**src/rtl/tl_pkg.sv**
```systemverilog
// Shared constants for the traffic-light timer scheduler.
// Owner and mode encodings plus default interval lengths.
package tl_pkg;

  localparam logic OWN_HW = 1'b0;
  localparam logic OWN_CR = 1'b1;

  localparam logic MODE_LONG  = 1'b0;
  localparam logic MODE_SHORT = 1'b1;

  localparam int TL_T_LONG_DEF  = 25;
  localparam int TL_T_SHORT_DEF = 3;

endpackage

```
**src/rtl/tl_down_counter.sv**
```systemverilog
// Loadable down-counter with zero flag; holds at zero unless loaded.
// Reset value is a parameter so the owner's first interval starts on reset.
module tl_down_counter #(
  parameter int              CNT_W   = 8,
  parameter logic [CNT_W-1:0] RST_VAL = '0
) (
  input  logic             clk,
  input  logic             rst,
  input  logic             load_i,
  input  logic [CNT_W-1:0] load_val_i,
  output logic [CNT_W-1:0] cnt_o,
  output logic             zero_o
);

  logic [CNT_W-1:0] cnt_q;
  logic [CNT_W-1:0] cnt_d;

  always_comb begin
    cnt_d = cnt_q;
    if (load_i)
      cnt_d = load_val_i;
    else if (cnt_q != '0)
      cnt_d = cnt_q - 1'b1;
  end

  always_ff @(posedge clk) begin
    if (rst) cnt_q <= RST_VAL;
    else     cnt_q <= cnt_d;
  end

  assign cnt_o  = cnt_q;
  assign zero_o = (cnt_q == '0);

endmodule

```
**src/rtl/tl_timer_sched.sv**
```systemverilog
// Shared interval timer: grants the countdown to highway or country road.
// Optional input force_expire under `TL_FORCE_EXPIRE_EN.
module tl_timer_sched
  import tl_pkg::*;
#(
  parameter int CNT_W   = 8,
  parameter int T_LONG  = TL_T_LONG_DEF,
  parameter int T_SHORT = TL_T_SHORT_DEF
) (
  input  logic             clk,
  input  logic             rst,
  input  logic             hw_mode_count,
  input  logic             cr_mode_count,
  input  logic             cr_ena,
`ifdef TL_FORCE_EXPIRE_EN
  input  logic             force_expire,
`endif
  output logic             hw_time_out,
  output logic             cr_time_out,
  output logic             owner,
  output logic [CNT_W-1:0] remaining
);

  localparam logic [CNT_W-1:0] LONG_V  = CNT_W'(T_LONG - 1);
  localparam logic [CNT_W-1:0] SHORT_V = CNT_W'(T_SHORT - 1);

  logic owner_q, owner_d;
  logic hw_to_q, hw_to_d;
  logic cr_to_q, cr_to_d;
  logic cr_ena_q, hw_mode_q, cr_mode_q;
  logic load, zero, rise, force_w;
  logic [CNT_W-1:0] load_val, hw_len, cr_len;

`ifdef TL_FORCE_EXPIRE_EN
  assign force_w = force_expire;
`else
  assign force_w = 1'b0;
`endif

  assign hw_len = (hw_mode_count == MODE_LONG) ? LONG_V : SHORT_V;
  assign cr_len = (cr_mode_count == MODE_LONG) ? LONG_V : SHORT_V;
  assign rise   = cr_ena & ~cr_ena_q;

  always_comb begin
    owner_d  = owner_q;
    hw_to_d  = 1'b0;
    cr_to_d  = 1'b0;
    load     = 1'b0;
    load_val = hw_len;
    unique case (owner_q)
      OWN_HW: begin
        // force beats handoff, handoff beats natural expiry
        if (force_w || (zero && !rise)) begin
          hw_to_d = 1'b1;
          load    = 1'b1;
        end else if (rise) begin
          owner_d  = OWN_CR;
          load     = 1'b1;
          load_val = cr_len;
        end else if (hw_mode_count != hw_mode_q) begin
          load = 1'b1;
        end
      end
      OWN_CR: begin
        if (force_w || zero) begin
          cr_to_d = 1'b1;
          load    = 1'b1;
          if (cr_mode_count == MODE_SHORT) begin
            hw_to_d = 1'b1;
            owner_d = OWN_HW;
          end else begin
            load_val = cr_len;
          end
        end else if (cr_mode_count != cr_mode_q) begin
          load     = 1'b1;
          load_val = cr_len;
        end
      end
      default: ;
    endcase
  end

  tl_down_counter #(
    .CNT_W   (CNT_W),
    .RST_VAL (LONG_V)
  ) u_cnt (
    .clk        (clk),
    .rst        (rst),
    .load_i     (load),
    .load_val_i (load_val),
    .cnt_o      (remaining),
    .zero_o     (zero)
  );

  always_ff @(posedge clk) begin
    if (rst) begin
      owner_q   <= OWN_HW;
      hw_to_q   <= 1'b0;
      cr_to_q   <= 1'b0;
      cr_ena_q  <= 1'b0;
      hw_mode_q <= 1'b0;
      cr_mode_q <= 1'b0;
    end else begin
      owner_q   <= owner_d;
      hw_to_q   <= hw_to_d;
      cr_to_q   <= cr_to_d;
      cr_ena_q  <= cr_ena;
      hw_mode_q <= hw_mode_count;
      cr_mode_q <= cr_mode_count;
    end
  end

  assign owner       = owner_q;
  assign hw_time_out = hw_to_q;
  assign cr_time_out = cr_to_q;

endmodule

```
**config.mk**
```make
export PLATFORM = sky130hd
export DESIGN_NAME = tl_timer_sched
export DESIGN_NICKNAME = d
export VERILOG_FILES = /design/src/rtl/tl_pkg.sv /design/src/rtl/tl_down_counter.sv /design/src/rtl/tl_timer_sched.sv
export SDC_FILE = /design/constraint.sdc
export NUM_CORES = 1
export LEC_CHECK = 0
export CAP_MARGIN = 30
export CORE_UTILIZATION = 40
export CTS_BUF_LIST = sky130_fd_sc_hd__clkbuf_4
export DETAILED_ROUTE_END_ITERATION = 7
export PLACE_DENSITY = 0.64
export SYNTH_ARGS = -nofsm -noshare
export SYNTH_HDL_FRONTEND = slang
export SYNTH_SLANG_ARGS = --single-unit
```
**constraint.sdc**
```tcl
create_clock -name clk -period 4.3 [get_ports clk]
set_input_delay 0.86 -clock clk [delete_from_list [all_inputs] [get_ports clk]]
set_output_delay 0.86 -clock clk [all_outputs]
set_load 0.01 [all_outputs]
```
# Word-level counts from Yosys, hierarchy flattened
# Cells that the tools add are included.
# word_totals
output_inout_bits	11
reg_bits	14
elab_cells	45
# op_classes
bitwise_logic	3
n_mux	26
n_eq_ne	2
n_addsub	1
reduce_logical	6
# ops
operator	n
$mux 5	6
$mux 8	3
$pmux 8 s2	1
$mux 1	13
$logic_not 8->1	1
$reduce_bool 8->1	1
$sub 8x1->8 const B	1
$pmux 1 s2	3
$ne 1x1->1	2
$not 1->1	2
$reduce_bool 2->1	1
$reduce_or 2->1	1
$and 1x1->1	1
$logic_and 1x1->1	1
$logic_not 1->1	1

# Depth between registers and ports, before layout
# depth
ltp_word	7
ltp_mapped	6
mapped_depth_nobuf	6

# By module
# From an unflattened synthesis, not the netlist that was laid out.
# unflattened
hier_cells	84
hier_area_um2	753.2
# modules_own_cells
module	cells_each	n_inst	area_per_inst_um2
tl_down_counter	54	1	471.7
tl_timer_sched	30	1	281.5

# Least setup slack after synthesis
# Ideal clock, no wire load.
# synth_timing
path_kind	input to register
start	in cr_ena
end	reg u_cnt.cnt_q[1] (netlist: u_cnt.cnt_o[1])
cell_stages	4
slack_ns	2.602
setup_time_ns	0.117
arrival_ns	1.581
path_cell_list	nor2b_1 -> nor3_1 -> o21ai_1 -> o22a_1
# synth_between
elab_chain_len	6
word_cells_on_any_way	11
classes_between	mux: 7; bitwise: 1; reduce/logical: 3
# synth_rtl
element	line	source
from (decl)	tl_timer_sched.sv:14	input logic cr_ena,
$and 1x1->1 *	tl_timer_sched.sv:42	assign rise = cr_ena & ~cr_ena_q;
$logic_not 1->1	tl_timer_sched.sv:53	if (force_w || (zero && !rise)) begin
$logic_and 1x1->1	tl_timer_sched.sv:53	
$mux 5 or $mux 1 (tied branches)	tl_timer_sched.sv:53	
$pmux 8 s2 or $pmux 1 s2 (tied branches)	tl_timer_sched.sv:50	unique case (owner_q)
$mux 8 or $reduce_bool 2->1 (tied branches)	n/a	
to (signal assigned)	tl_down_counter.sv:28	else cnt_q <= cnt_d;
to (decl)	tl_down_counter.sv:15	logic [CNT_W-1:0] cnt_q;
# Every way passes the cells marked *; elsewhere a longest branch is shown, timed or not.
# A chain may end at the register's enable or synchronous reset.

# Final worst setup path
# layout_timing
start	reg owner_q (netlist: owner)
end	out owner
# layout_lines
element	line	source
from (decl)	tl_timer_sched.sv:27	logic owner_q, owner_d;
from (signal assigned)	tl_timer_sched.sv:104	owner_q <= owner_d;
to (decl)	tl_timer_sched.sv:20	output logic owner,
# No word-level cell between the ends.

==> flow_summary.toml <==
[timing]
fin_tns_setup_ns = 0
skew_ns = 0.00161
relSlewSlack_pct = 66.2
finalHoldViolations = 0
holdWs_ns = 0.467
setup_viol = 0
fin_ws_ns = 2.11
finalMaxSlewViolations = 0
min_period_ns = 2.19
fmax_mhz = 457
rsz0062_at_grt = "no"
fin_crit_sh_pct = 50.9
worst_slew_pin_slew_ns = 0.503

[finish]
diodes = 0
drive_gt1_share_pct = 6.82
final_util_pct = 55.1
final_cell_mix = "15 x clkdlybuf4s50_1, 14 x dfxtp_1, 11 x nor2_1"
fill_cells = 143
mostFrequentLayoutCell = "clkdlybuf4s50_1"
seqCellArea_um2 = 280
multi_input_area_um2 = 339
finalNetCount = 97
area_delta_synth_final_pct = 28.7

[worst_setup_path]
worstSetupPathType = "reg -> out"
cp-start-kind = "register"
cp.required_ns = 3.44
reg2reg_setup_slack_ns = 2.76
path_max_fanout = 10
endpoint_kind = "output pin"
slowest_stage = "clkdlybuf4s50_1"
cp.arrival_ns = 1.33
critical_path_buf_inv_count = 1
crit_chain = "clkdlybuf4s50_1"
slowest_delay_ns = 0.59
crit_family = "buffers and inverters"

[clock_tree]
clkSinkCount = 14
cts_made_buffers = 3
clk_latency_ns = 0.27
htree_levels = 1
cts_tree = "built"
cts_hold_buf = 0
post_cts_buffers = 0
cts_resized = 0
clkSlewWorstSetupHoldPaths_ns = 0.08
clk_path_buf_depth = 2
cts-root-buf = "clkbuf_4"

[detailed_routing]
detail_route.vias_per_cell = 5.02
vias = 522
routed_wl_um = 1220
drt-initial-drc-count = 8
drc_errors = 0
wl_per_cell_um = 11.8
dr.pass1.iters = 4
ant_nets = 0

[die]
die_width_um = 42.2
io_pins = 16
rows = 14
dieArea_um2 = 1780
fp.dieH_um = 42.2
initial_core_util_pct = 42.9
core_area_um2 = 1510

[power_and_ir_drop]
clockPowerShare_pct = 22.3
comb_power_share_pct = 28.0
sw_frac_of_total_pct = 29.6
p_per_area_nw_per_um2 = 377
cellInternalPower_w = 0.000220
power_frac_seq_pct = 49.7
p_leak_nw = 0.310
ir_drop_v = 0.000199
power_w = 0.000313
power.switching_w = 0.0000927

[global_route]
grt_use_total_pct = 15.2
grt-ovfl-total = 0
first_global_vias = 509
grt_max_degree = 11
grt_first_pass_wirelength_um = 2080
antenna_found_initial = 0

[synth]
synth_cells = 72
synth_warnings = 0
avgSynthCellArea_um2 = 8.97
synth_fp_nets = 79
synth_cell_type_count = 26
synth_seq_cells = 14
yosysSeqAreaShare_pct = 43.4
syn_area_um2 = 646

[placement]
io_buffers = 15
place_ws_ns = 2.03
hpwl_um = 957
gp_congestion = 0.755

[worst_hold_path]
hold_path.class = "reg -> reg"

[outcome]
outcome = "completed"

[job]
maxCapViolCount = 0
-- layer usage --
layer	vias to the layer above	global-route usage (%)	routed length (µm)
li1	281	-	-
met4	0	1.88	0
met2	9	24.0	566
met1	232	20.8	614
met5	-	0	0
met3	0	5.17	42
-- kinds of logic (layout without fill, tap and decap cells) --
logic type,Yosys count,count (layout),synth area share [%]
and+or+nand+nor,29,29,24.4
DFF,14,14,43.4
AOI/OAI and AO/OA,13,13,14.7
xor gates and xnor gates,7,7,9.50
buffers and inverters,7,23,4.07
adders and majority gates,2,2,3.88
-- per-stage QoR --
stage | cells | cell area [µm²]
floorplan | 72 | 646
global placement | 101 | 808
detailed placement | 101 | 808
CTS | 104 | 831
global route | 104 | 831
finish | 104 | 831
-- registers in the layout, indices dropped and copies added, names as in the netlist --
signal,cells
hw_mode_q,1
cr_mode_q,1
cr_ena_q,1
cr_time_out,1
owner,1
hw_time_out,1
u_cnt.cnt_o,8
-- synth_stat cells --
cell type / instances / share of area, %
dfxtp_1: 14 / 43
nor2_1: 11 / 6.4
inv_1: 5 / 2.9
nand2_1: 4 / 2.3
nor3_1: 4 / 3.1
xor2_1: 4 / 5.4
a21oi_1: 3 / 2.3
xnor2_1: 3 / 4.1
clkbuf_1: 2 / 1.2
ha_1: 2 / 3.9
nor2b_1: 2 / 1.9
nor3b_1: 2 / 2.3
o21ai_1: 2 / 1.6
o22ai_1: 2 / 1.9
a21boi_0: 1 / 1.2
and2_1: 1 / 0.97
nand3_1: 1 / 0.77
nand4bb_1: 1 / 1.7
nor4_2: 1 / 1.9
o21a_1: 1 / 1.2
o22a_1: 1 / 1.4
o311a_1: 1 / 1.6
o311ai_2: 1 / 2.5
o31ai_1: 1 / 1.2
or3b_4: 1 / 1.7
or4_1: 1 / 1.2
-- worst paths after layout --
path / to / depth (start not counted) / startpoint
setup / recovery: owner / 1 / owner
hold / removal: u_cnt.cnt_o[0] / 1 / u_cnt.cnt_o[0]
setup reg to reg: u_cnt.cnt_o[5] / 6 / u_cnt.cnt_o[0]
hold reg to reg: u_cnt.cnt_o[0] / 1 / u_cnt.cnt_o[0]
-- power groups by stage --
| stage | combinational, W | sequential, W | clock (W) |
|---|---|---|---|
| after floorplan | 0.0000535 | 0.000159 | 0 |
| after global placement | 0.0000883 | 0.000158 | 0 |
| after detailed placement | 0.0000878 | 0.000159 | 0 |
| after CTS | 0.0000885 | 0.000156 | 0.0000722 |
| after global routing | 0.0000973 | 0.000158 | 0.0000786 |
| final | 0.0000876 | 0.000156 | 0.0000697 |
-- cell type report --
cell class | count | area share (%)
multi-input combinational | 51 | 40.8
sequential | 14 | 33.7
timing repair buffer | 15 | 18.1
clock buffer | 3 | 2.71
tap | 16 | 2.41
inverter | 5 | 2.26
Note: power is estimated with default switching activity, not from simulation.
